<file path="src/rtl/eqv_sweep_ctrl.sv">
// Exhaustive equivalence sweep of two F implementations: SETTLE+2 cycles per vector, no backpressure (start/abort only).
// EQCHK_STOP_ON_FAIL_EN: end the sweep at the first mismatching vector instead of running all 2^N.
module eqv_sweep_ctrl #(
  parameter int N      = 3,
  parameter int SETTLE = 1
) (
  input  logic         clk,
  input  logic         rst_n,
  input  logic         start,
  input  logic         abort,
  input  logic         f_a,
  input  logic         f_b,
  output logic [N-1:0] vec,
  output logic         busy,
  output logic         done,
  output logic         pass,
  output logic [N:0]   mismatch_cnt,
  output logic         first_fail_vld,
  output logic [N-1:0] first_fail_vec
);

  typedef enum logic [1:0] {
    S_IDLE,
    S_SETTLE,
    S_COMPARE,
    S_DONE
  } state_e;

  localparam logic [3:0]   SETTLE_INIT = 4'(SETTLE);
  localparam logic [N-1:0] VEC_LAST    = '1;

  state_e       state_q, state_d;
  logic [N-1:0] vec_q, vec_d;
  logic [3:0]   settle_q, settle_d;
  logic [N:0]   mcnt_q, mcnt_d;
  logic         ffv_q, ffv_d;
  logic [N-1:0] ffvec_q, ffvec_d;
  logic         pass_q, pass_d;
  logic         mm;
  logic         stop_hit;

  assign mm = f_a ^ f_b;

`ifdef EQCHK_STOP_ON_FAIL_EN
  assign stop_hit = mm;
`else
  assign stop_hit = 1'b0;
`endif

  always_ff @(posedge clk) begin
    if (!rst_n) begin
      state_q  <= S_IDLE;
      vec_q    <= '0;
      settle_q <= '0;
      mcnt_q   <= '0;
      ffv_q    <= 1'b0;
      ffvec_q  <= '0;
      pass_q   <= 1'b0;
    end else begin
      state_q  <= state_d;
      vec_q    <= vec_d;
      settle_q <= settle_d;
      mcnt_q   <= mcnt_d;
      ffv_q    <= ffv_d;
      ffvec_q  <= ffvec_d;
      pass_q   <= pass_d;
    end
  end

  always_comb begin
    state_d  = state_q;
    vec_d    = vec_q;
    settle_d = settle_q;
    mcnt_d   = mcnt_q;
    ffv_d    = ffv_q;
    ffvec_d  = ffvec_q;
    pass_d   = pass_q;
    case (state_q)
      S_IDLE: begin
        if (start) begin
          vec_d    = '0;
          settle_d = SETTLE_INIT;
          mcnt_d   = '0;
          ffv_d    = 1'b0;
          ffvec_d  = '0;
          pass_d   = 1'b0;
          state_d  = S_SETTLE;
        end
      end
      S_SETTLE: begin
        if (abort) begin
          pass_d  = 1'b0;
          state_d = S_IDLE;
        end else if (settle_q != 4'd0) begin
          settle_d = settle_q - 4'd1;
        end else begin
          state_d = S_COMPARE;
        end
      end
      S_COMPARE: begin
        // abort wins: this cycle's compare result is dropped
        if (abort) begin
          pass_d  = 1'b0;
          state_d = S_IDLE;
        end else begin
          if (mm) begin
            mcnt_d = mcnt_q + (N+1)'(1);
            if (!ffv_q) begin
              ffv_d   = 1'b1;
              ffvec_d = vec_q;
            end
          end
          if (stop_hit || (vec_q == VEC_LAST)) begin
            pass_d  = !stop_hit && (mcnt_q == '0) && !mm;
            state_d = S_DONE;
          end else begin
            vec_d    = vec_q + N'(1);
            settle_d = SETTLE_INIT;
            state_d  = S_SETTLE;
          end
        end
      end
      default: state_d = S_IDLE;
    endcase
  end

  always_comb begin
    busy = (state_q == S_SETTLE) || (state_q == S_COMPARE);
    done = (state_q == S_DONE);
  end

  assign vec            = vec_q;
  assign pass           = pass_q;
  assign mismatch_cnt   = mcnt_q;
  assign first_fail_vld = ffv_q;
  assign first_fail_vec = ffvec_q;

endmodule

</file>
<file path="config.mk">
export PLATFORM = sky130hd
export DESIGN_NAME = eqv_sweep_ctrl
export DESIGN_NICKNAME = d
export VERILOG_FILES = /design/src/rtl/eqv_sweep_ctrl.sv
export SDC_FILE = /design/constraint.sdc
export NUM_CORES = 1
export LEC_CHECK = 0
export BUFFER_PORTS_ARGS = -buffer_cell sky130_fd_sc_hd__buf_2
export CAP_MARGIN = 20
export CORE_MARGIN = 4
export CORE_UTILIZATION = 26
export DETAILED_ROUTE_END_ITERATION = 12
export SETUP_SLACK_MARGIN = 0.4
export SLEW_MARGIN = 20
export SYNTH_ARGS = -nofsm -noshare
export SYNTH_HDL_FRONTEND = slang
export SYNTH_SLANG_ARGS = --single-unit
</file>
<file path="constraint.sdc">
create_clock -name clk -period 4 [get_ports clk]
set_input_delay 0.2 -clock clk [delete_from_list [all_inputs] [get_ports clk]]
set_output_delay 0.2 -clock clk [all_outputs]
set_load 0.05 [all_outputs]
</file>
* Word-level counts from Yosys, hierarchy flattened
Index checks and enable logic that the tools add are counted.
W data, S select, Z words.
** Word-level totals
- Bits in registers :: 18
- Word-level logic and storage cells :: 71
- Output and inout bits :: 14
** Cells by class
- Bitwise gates (word level) :: 1
- Eq/ne operators :: 14
- Multiplexer cells :: 32
- Add/sub/neg operators :: 3
- Reduce and logical (&&, ||, !) cells :: 14
** Operator list (count)
- $mux W4 :: 8
- $mux W3 :: 6
- $ne A2 B2 Y1 const B :: 8
- $pmux W3 S2 :: 2
- $pmux W4 S3 :: 1
- $reduce_and A4 Y1 :: 3
- $mux W2 :: 5
- $pmux W4 S2 :: 1
- $mux W1 :: 6
- $ne A3 B3 Y1 const B :: 2
- $pmux W2 S3 :: 1
- $reduce_and A6 Y1 :: 1
- $reduce_and A5 Y1 :: 1
- $add A4 B1 Y4 const B :: 1
- $eq A2 B2 Y1 const B :: 2
- $logic_not A4 Y1 :: 1
- $reduce_bool A4 Y1 :: 1
- $sub A4 B1 Y4 const B :: 1
- $add A3 B1 Y3 const B :: 1
- $eq A3 B3 Y1 const B :: 1
- $pmux W1 S3 :: 1
- $reduce_bool A3 Y1 :: 1
- $eq A2 B1 Y1 const B :: 1
- $logic_not A2 Y1 :: 1
- other kinds (7) :: 7

* Logic depth before layout (Yosys ltp)
Gate-level depths: netlist (run 1).
- Word-level depth :: 6
- Depth in mapped cells :: 7
- Depth with buffers taken out :: 6

* Worst setup path after synthesis (run 1)
No wires, ideal clock.
- Path type :: reg2reg
- From :: reg vec_q[0] (netlist: vec[0])
- To :: reg settle_q[3]
- Slack :: 2.086 ns
- Arrival :: 1.813 ns
- Stages on the path, launching flop included :: 7
- Cells stage by stage :: dfxtp_1 ha_1 ha_1 nand2_1 nand4b_1 or3_1 o41ai_1
** On the way
- Word-level cells in the longest chain between the ends :: 3
** RTL lines
- start: declaration :: line 33 : logic [N-1:0] vec_q, vec_d;
- start signal: assignment :: line 61 : vec_q <= vec_d;
- $eq A3 B3 Y1 :: line 113 : if (stop_hit || (vec_q == VEC_LAST)) begin
- $ne A2 B2 Y1 (no source line)
- $reduce_and A6 Y1 (no source line)
- end signal: assignment :: line 62 : settle_q <= settle_d;
- end: declaration :: line 34 : logic [3:0] settle_q, settle_d;
No other way between the ends.
A chain may end at the register's enable or synchronous reset.

* Worst setup path after layout (run 1)
- From :: reg state_q[0]
- To :: reg mcnt_q[2] (netlist: mismatch_cnt[2])
** On the way
- Word-level cells in the longest chain between the ends :: 3
** RTL lines
- start: declaration :: line 32 : state_e state_q, state_d;
- start signal: assignment :: line 60 : state_q <= state_d;
- $eq A2 B2 Y1 / $logic_not A2 Y1 (equally long branches) :: line 78 : case (state_q)
- $ne A2 B2 Y1 (no source line) / $reduce_bool A2 Y1 (equally long branches)
- $reduce_and A4 Y1 (no source line)
- end signal: assignment :: line 63 : mcnt_q <= mcnt_d;
- end: declaration :: line 35 : logic [N:0] mcnt_q, mcnt_d;
Parallel ways exist; a longest one is shown, timed or not.

==> metrics.md, run 1 <==
| Metric | Value |
|---|---|
| Utilization after layout | 31.98% |
| CP Capture Type | flip-flop |
| Synth Net Count | 149 |
| Critical Path AT | 2.25 ns |
| CTS sink cnt | 18 |
| Status | completed |
| # Max-Cap Violations | 0 |
| Post-synthesis sequential area ratio | 32.69% |
| Routed Antenna Nets | 0 |
| Core ar. | 4058 sq um |
| Drt first-iter violations | 45 |
| Layout Skew | 0.004018 ns |
| First-pass iteration count of the detailed router | 4 |
| P_leak | 0.5720 nW |
| Synth area leader | dfxtp_1 |
| RSZ-0062 raised after global routing | no |
| # Post-CTS Setup Buffers | 0 |
| Synth area leaders | dfxtp_1 33%, ha_1 15%, mux2i_1 7.3% |
| Mapped Area | 1102 sq um |
| Root buffer cell | clkbuf_8 |
| Hold bufs inserted after CTS | 0 |
| Filler cells | 445 |
| Total GRT Usage | 10.39% |
| Detailed Place HPWL | 1.853 mm |
| CTS tree | yes |
| First-pass GRT wire length | 4.340 mm |
| Die area | 5345 sq um |
| HP Class | in2reg |
| Die Ht | 73.11 microns |
| Row count | 23 |
| Clk buf depth | 2 |
| Cell Area, Placed | 1242 sq um |
| Final setup vio count | 0 |
| Cts repair resizes | 0 |
| Routed wire length | 2.480 mm |
| Final Cell Area | 1297 sq um |
| Ys Warns | 0 |
| Worst slew pin tran | 0.6143 ns |
| Final Cycle Share | 52.45% |
| CP startpoint kind | flip-flop |
| # DRC | 0 |
| Met1 Wirelength | 1.119 mm |
| Cells after Synth | 130 |
| Rel. slew slack | 58.80% |
| Setup TNS | 0 ns |
| Peak Freq | 476.6 MHz |
| Via density | 4.789 |
| Worst EP required | 4.16 ns |
| Initial antenna violation count | 0 |
| Largest net degree at the start of global routing | 14 |
| Routability congestion estimate | 0.7494 |
| Worst skew pair latency | 0.26 ns |
| Share of cells above drive strength 1 | 18.12% |
| Initial core utilization | 27.17% |
| Vias | 953 |
| Final Hold Fails | 0 |
| Top flip-flop cell by instance count after synthesis | dfxtp_1 |
| Synth unique cells | 34 |
| Syn Area/Cell | 8.479 sq um |
| PwrDens | 399.9 nW/um^2 |
| Post-synth ARST share | 0% |
| P&R area growth vs syn | 17.71% |
| Diode count | 0 |
| Met2 WL | 1.207 mm |
| Critical path class | reg2reg |
| Fin nets | 169 |
| TritonCTS buffer count | 3 |
| Top Layer Used | met4 |
| WL per Instance | 12.46 microns |
| Die Wd | 73.11 microns |
| Clk pin slew, worst setup/hold paths | 0.07 ns |
| Critical Path Fanout Max | 7 |
| Port Buffers | 19 |
| H-tree depth | 1 |
| Max-slew violations | 0 |
| Worst IR Drop VDD | 135.0 uV |
| Number of flops mapped to enable cells by yosys | 0 |
| I/O pins | 20 |
| Yosys reg bits | 18 |
| Number of global-route vias before repair | 938 |
| Post-synth top area share | 32.69% |
| Gr ovfl total | 0 |
| WL met3 | 108 microns |
| Crit path time final | 2.098 ns |
==> where the power goes <==
group | total, mW | internal (mW) | switching, mW
logic | 0.165 | 0.0615 | 0.104
clock network | 0.153 | 0.0876 | 0.0653
registers | 0.201 | 0.191 | 0.00975
total | 0.519 | 0.340 | 0.179
==> cells in the final DEF (no fill, tap or decap), types with 2 or more instances in the layout <==
cell type,n
nand2b_1,4
dfxtp_1,18
o21ai_0,7
nand3_1,6
nand3b_1,2
buf_2,19
or2_2,2
nand2_1,10
mux2i_1,8
nor2b_1,2
or4_1,2
clkbuf_8,4
a21oi_1,10
nor2_1,11
ha_1,13
inv_1,11
o311ai_0,2
or3_1,2
==> layer usage <==
layer	global-route usage, %	vias up
met3	2.342	5
met2	17.48	15
met4	4.303	0
met1	12.66	440
met5	0	-
li1	-	493
==> synth_stat cells, drive strengths merged (2+ instances only) <==
| cell | n |
|---|---|
| dfxtp | 18 |
| nand2 | 10 |
| ha | 13 |
| or2 | 2 |
| o311ai | 2 |
| o21ai | 7 |
| clkbuf | 2 |
| nor2 | 11 |
| a21oi | 10 |
| nand3 | 6 |
| buf | 2 |
| or4 | 2 |
| nand3b | 2 |
| nand2b | 4 |
| inv | 11 |
| mux2i | 8 |
| nor2b | 2 |
| or3 | 2 |
==> sequential cells by signal, summed over array words and instances (netlist names) <==
register and flops:
first_fail_vld 1, state_q 2, settle_q 4, pass 1
mismatch_cnt 4, vec 3, first_fail_vec 3
==> logic make-up (layout without fill, tap and decap cells) <==
kind of cell	after synthesis	count (layout)	synth area share [%]
xor+xnor	2	2	1.589
flops	18	18	32.69
simple gates	47	47	22.02
buf+inv	15	34	5.335
mux	8	8	7.265
fa+ha+maj	13	13	14.76
compound gates	27	27	16.35
==> metrics by stage <==
stage	hold slack (ns)	total power, mW	setup slack [ns]	instances
6_report	0.2950	0.5189	1.902	199
5_1_grt	0.3205	0.5530	1.689	199
4_1_cts	0.2988	0.5252	1.895	199
3_5_place_dp	0.4483	0.3706	1.919	195
3_3_place_gp	0.4461	0.3718	1.980	195
2_1_floorplan	0.3497	0.3352	2.086	130
==> area by class of cell <==
type	instances	area (sq um)	share of cell area [%]
clock buffer	4	55.05	4.243
inverter	11	41.29	3.182
multi-input combinational	97	683.2	52.65
sequential	18	360.3	27.77
tap	50	62.56	4.822
timing repair buffer	19	95.09	7.329
==> worst paths after layout <==
path / start / end / slack, ns / depth (start not counted)
hold / removal: rst_n / settle_q[0] / 0.30 / 2
hold reg to reg: first_fail_vec[2] / first_fail_vec[2] / 0.46 / 2
setup / recovery: state_q[0] / mismatch_cnt[2] / 1.90 / 6
setup reg to reg: state_q[0] / mismatch_cnt[2] / 1.90 / 6
==> critical path, cell delays in order, from the launching register on <==
cell,delay [ns]
dfxtp_1,0.40
inv_1,0.10
ha_1,0.26
nor2b_1,0.19
o31ai_2,0.58
o21ai_0,0.18
a32o_1,0.29
(Power assumes the default switching activity.)
==> inputs of run 2 (changes only) <==
==> constraint.sdc (replaced) <==
create_clock -name clk -period 1.93 [get_ports clk]
set_input_delay 0.0965 -clock clk [delete_from_list [all_inputs] [get_ports clk]]
set_output_delay 0.0965 -clock clk [all_outputs]
set_load 0.05 [all_outputs]
==> run 2 against run 1 <==
Combinational power grew to 3.5 times the previous value. Largest cell class unchanged. Cell area is 28% higher. Largest power group is now combinational cells. Sequential power is 110% higher.
==> metrics.md, run 2 (synthesis gave the netlist of run 1 again) <==
| Metric | Value |
|---|---|
| Worst setup startpoint | state_q[1] |
| Hold bufs inserted after CTS | 0 |
| Number of global-route vias before repair | 942 |
| CP startpoint kind | flip-flop |
| H-tree depth | 1 |
| Vias | 1074 |
| P_leak | 0.7170 nW |
| Slowest CP cell | or4_4 |
| Final Cycle Share | 86.75% |
| Share of cells above drive strength 1 | 46.55% |
| Worst Hold Launch | rst_n |
| Drt first-iter violations | 34 |
| First-pass GRT wire length | 4.519 mm |
| First-pass iteration count of the detailed router | 4 |
| Worst IR Drop VDD | 550.2 uV |
| PwrDens | 773.9 nW/um^2 |
| Crit path buf inv count | 2 |
| # Max-Cap Violations | 0 |
| WL per Instance | 13.34 microns |
| Total GRT Usage | 10.80% |
| Critical Path AT | 1.86 ns |
| Cell Area, Placed | 1363 sq um |
| HP Class | in2reg |
| Crit path time final | 1.674 ns |
| Layout Skew | 0.003299 ns |
| Routability congestion estimate | 0.7888 |
| DP Worst Slack | 0.1461 ns |
| Max-slew violations | 0 |
| Critical path class | reg2reg |
| P&R area growth vs syn | 50.97% |
| Detailed Place HPWL | 2.000 mm |
| Clk pin slew, worst setup/hold paths | 0.07 ns |
| Diode count | 0 |
| Clk buf depth | 2 |
| Initial antenna violation count | 0 |
| Port Buffers | 19 |
| Final Cell Area | 1664 sq um |
| Setup TNS | 0 ns |
| # DRC | 0 |
| Root buffer cell | clkbuf_8 |
| CTS sink cnt | 18 |
| Worst skew pair latency | 0.25 ns |
| Initial core utilization | 27.17% |
| Routed Antenna Nets | 0 |
| Peak Freq | 597.3 MHz |
| Total Power | 1.288 mW |
| Worst slew pin tran | 0.4170 ns |
| TritonCTS buffer count | 3 |
| Worst setup margin | 0.2557 ns |
| Final setup vio count | 0 |
| Rel. slew slack | 72.08% |
| Die area | 5345 sq um |
| CP Capture Type | flip-flop |
| Fin nets | 194 |
| Largest net degree at the start of global routing | 14 |
| Critical Path Fanout Max | 5 |
| CP peak stage delay | 0.41 ns |
| Routed wire length | 2.988 mm |
| I/O pins | 20 |
| RSZ-0062 raised after global routing | yes |
| Row count | 23 |
| Die Ht | 73.11 microns |
| Crit-path cells | inv_4 -> ha_4 -> nand2b_1 -> nand4b_1 -> buf_4 -> or4_4 -> a21oi_2 |
| Core ar. | 4058 sq um |
| Gr ovfl total | 0 |
| Final Hold Fails | 0 |
| Commonest non-fill, non-tap cells in the layout | 19 x buf_2, 19 x buf_4, 12 x dfxtp_1 |
| Via density | 4.795 |
| Die Wd | 73.11 microns |
| Reg2reg start | state_q[1] |
| CTS tree | yes |
| Worst EP required | 2.12 ns |
| Cell family with most CP delay | simple AND/OR/NAND/NOR gates |
| Status | completed |
-- run 2: cell count changes in the layout (fill, tap and decap cells not counted), sizes merged --
cell,before,now
buf,19,44
-- run 2: metrics by stage --
stage / utilization [%] / instances / hold slack [ns]
6_report: 41.01 / 224 / 0.2067
5_1_grt: 41.01 / 224 / 0.2104
4_1_cts: 36.08 / 209 / 0.1929
3_5_place_dp: 33.58 / 201 / 0.4477
3_3_place_gp: 33.58 / 201 / 0.4500
2_1_floorplan: - / 130 / 0.2387
-- run 2: final cells by class --
type | count | area, sq um
multi-input cells | 97 | 824.5
well taps | 50 | 62.56
flip-flops and latches | 18 | 377.9
repair buffers | 44 | 305.3
inverters | 11 | 48.80
fillers | 412 | 2394
clock buffers | 4 | 45.04
-- run 2: worst paths after layout --
check / end / slack, ns / cells after the start
setup reg to reg: settle_q[1] / 0.26 / 7
setup / recovery: settle_q[1] / 0.26 / 7
hold reg to reg: first_fail_vec[0] / 0.46 / 2
hold / removal: settle_q[0] / 0.21 / 2
-- run 2: report_power, final --
part / internal [mW] / total (mW) / switching [mW]
registers: 0.397 / 0.428 / 0.0307
clock network: 0.147 / 0.274 / 0.128
logic: 0.294 / 0.585 / 0.292
-- run 2: timing repair --
action / 4_1_cts / 5_1_grt
pin swaps: 8 / 14
gates cloned: 0 / 0
buffers inserted: 4 / 15
endpoints found under the setup margin: 15 / 18
resized for setup: 12 / 22
-- run 2: per-layer routing --
| layer | track usage [%] | share of wire (%) | up-vias |
|---|---|---|---|
| met5 | 0 | 0 | - |
| met4 | 3.689 | 0.64 | 0 |
| met3 | 2.617 | 5.0 | 4 |
| met2 | 16.58 | 47 | 25 |
| met1 | 14.67 | 47 | 497 |
| li1 | - | - | 548 |
-- run 2: worst reg2reg max path, cell delays in order (launching register included) --
cell,delay (ns)
dfxtp_4,0.40
inv_4,0.06
ha_4,0.18
nand2b_1,0.11
nand4b_1,0.14
buf_4,0.18
or4_4,0.42
a21oi_2,0.13
==> inputs of run 3 (changes only) <==
==> constraint.sdc (replaced) <==
create_clock -name clk -period 2 [get_ports clk]
set_input_delay 0.1 -clock clk [delete_from_list [all_inputs] [get_ports clk]]
set_output_delay 0.1 -clock clk [all_outputs]
set_load 0.05 [all_outputs]
==> run 3 against run 2 <==
Critical path depth fell by 1. Power down 10%. Fmax fell by 4.6%. Cell area down 8.3%. Clock skew decreased by 0.0019 ns. Combinational power down 19%. Sequential power decreased by 3%. Largest power group unchanged. Flip-flop and latch count did not move. Sequential share of layout area increased by 2.1 points. Clock-buffer cell count fell by 1. Worst setup slack worse by 0.011 ns. Hold slack got worse by 0.017 ns.
==> metrics.md, run 3 (synthesis gave the netlist of run 1 again) <==
| Metric | Value |
|---|---|
| Reg2reg start | settle_q[1] |
| PwrDens | 755.4 nW/um^2 |
| CTS tree | yes |
| Filler cells | 398 |
| Via density | 4.697 |
| Worst skew pair latency | 0.26 ns |
| Routed wire length | 2.611 mm |
| CP Capture Type | flip-flop |
| P&R area growth vs syn | 38.48% |
| First-pass iteration count of the detailed router | 4 |
| # DRC | 0 |
| Port Buffers | 19 |
| Die Ht | 73.11 microns |
| # Max-Cap Violations | 0 |
| Reg2reg path depth | 6 |
| Root buffer cell | clkbuf_8 |
| Hold bufs inserted after CTS | 0 |
| Most common cell after layout, fill and taps aside | buf_2 |
| P_leak | 0.6433 nW |
| Final Hold Fails | 0 |
| Fin nets | 181 |
| Setup TNS | 0 ns |
| Number of global-route vias before repair | 932 |
| Final setup vio count | 0 |
| CTS sink cnt | 18 |
| Initial core utilization | 27.17% |
| TritonCTS buffer count | 3 |
| Layout Skew | 0.001412 ns |
| Routability congestion estimate | 0.7797 |
| Final Cycle Share | 87.77% |
| Peak Freq | 569.7 MHz |
| Worst IR Drop VDD | 407.6 uV |
| Total GRT Usage | 10.39% |
| Status | completed |
| Row count | 23 |
| Max-slew violations | 0 |
| Vias | 991 |
| Clk pin slew, worst setup/hold paths | 0.07 ns |
| H-tree depth | 1 |
| Worst setup startpoint | settle_q[1] |
| Diode count | 0 |
| Rel. slew slack | 72.52% |
| Register-to-register setup slack | 0.24 ns |
| Largest net degree at the start of global routing | 14 |
| Worst setup margin | 0.2446 ns |
| First-pass GRT wire length | 4.340 mm |
| CP startpoint kind | flip-flop |
| Total Power | 1.153 mW |
| RSZ-0062 raised after global routing | yes |
| R2r endpoint | state_q[1] |
| Routed Antenna Nets | 0 |
| Critical path class | reg2reg |
| Detailed Place HPWL | 1.835 mm |
| Initial antenna violation count | 0 |
| Gr ovfl total | 0 |
| Die Wd | 73.11 microns |
| Worst EP required | 2.18 ns |
| Clk buf depth | 2 |
| HP Class | in2reg |
| WL per Instance | 12.37 microns |
| Core ar. | 4058 sq um |
| Critical Path AT | 1.94 ns |
| Share of cells above drive strength 1 | 39.13% |
| Die area | 5345 sq um |
| I/O pins | 20 |
| Commonest non-fill, non-tap cells in the layout | 19 x buf_2, 11 x dfxtp_1 |
| Crit path time final | 1.755 ns |
| Worst slew pin tran | 0.4117 ns |
| DP Worst Slack | 0.1752 ns |
| Worst Setup EP | state_q[1] |
| Drt first-iter violations | 28 |
| Critical Path Fanout Max | 3 |
[run 3: cell count changes in the layout (fill, tap and decap cells not counted), sizes merged]
| cell | previous run | this run |
|---|---|---|
| clkinv | 0 | 1 |
| buf | 44 | 31 |
| clkbuf | 4 | 3 |
[run 3: timing repair]
action                     in CTS  in global routing
pin swaps                       7                  9
buffers inserted                5                  5
gates cloned                    0                  0
setup endpoints to repair      15                 18
resized for setup               7                 18
[run 3: through the flow]
stage / util (%) / area (sq um) / std cells / hold slack [ns]
finish: 37.62 / 1526 / 211 / 0.1901
global route: 37.62 / 1526 / 211 / 0.2198
CTS: 35.25 / 1430 / 206 / 0.1824
detailed placement: 32.59 / 1323 / 197 / 0.4481
global placement: 32.59 / 1323 / 197 / 0.4499
floorplan: - / 1180 / 130 / 0.2422
[run 3: metal layers]
metal	GRT usage [%]	vias up	wire [microns]
met2	15.29	16	1193
met1	13.72	452	1276
met3	2.204	4	84
met4	6.352	0	56
li1	-	519	-
met5	0	-	0
[run 3: critical path, stage by stage (launching register included)]
cell and delay [ns]:
dfxtp_2 0.33, inv_2 0.07, ha_4 0.12, or3b_4 0.37, a31o_1 0.24, or4_1 0.41, a21oi_1 0.13
[run 3: worst min-delay path by stage]
stage / from / depth (start not counted) / end / slack [ns]
finish: rst_n / 2 / settle_q[0] / 0.19
global route: rst_n / 2 / settle_q[0] / 0.22
CTS: rst_n / 2 / settle_q[0] / 0.18
detailed placement: first_fail_vec[0] / 2 / first_fail_vec[0] / 0.45
global placement: first_fail_vec[0] / 2 / first_fail_vec[0] / 0.45
floorplan: rst_n / 2 / vec[2] / 0.24
[run 3: cell type report]
type                    instances  area, sq um  area share [%]
multi-input cells              97        800.8           52.46
flip-flops and latches         18        379.1           24.84
repair buffers                 31        192.7           12.62
well taps                      50        62.56           4.098
inverters                      11        46.29           3.033
clock buffers                   3        41.29           2.705
clock inverters                 1        3.754          0.2459
[run 3: where the power goes]
part | switching, mW | internal [mW]
logic | 0.250 | 0.221
clock network | 0.131 | 0.137
registers | 0.0292 | 0.385
total | 0.410 | 0.743
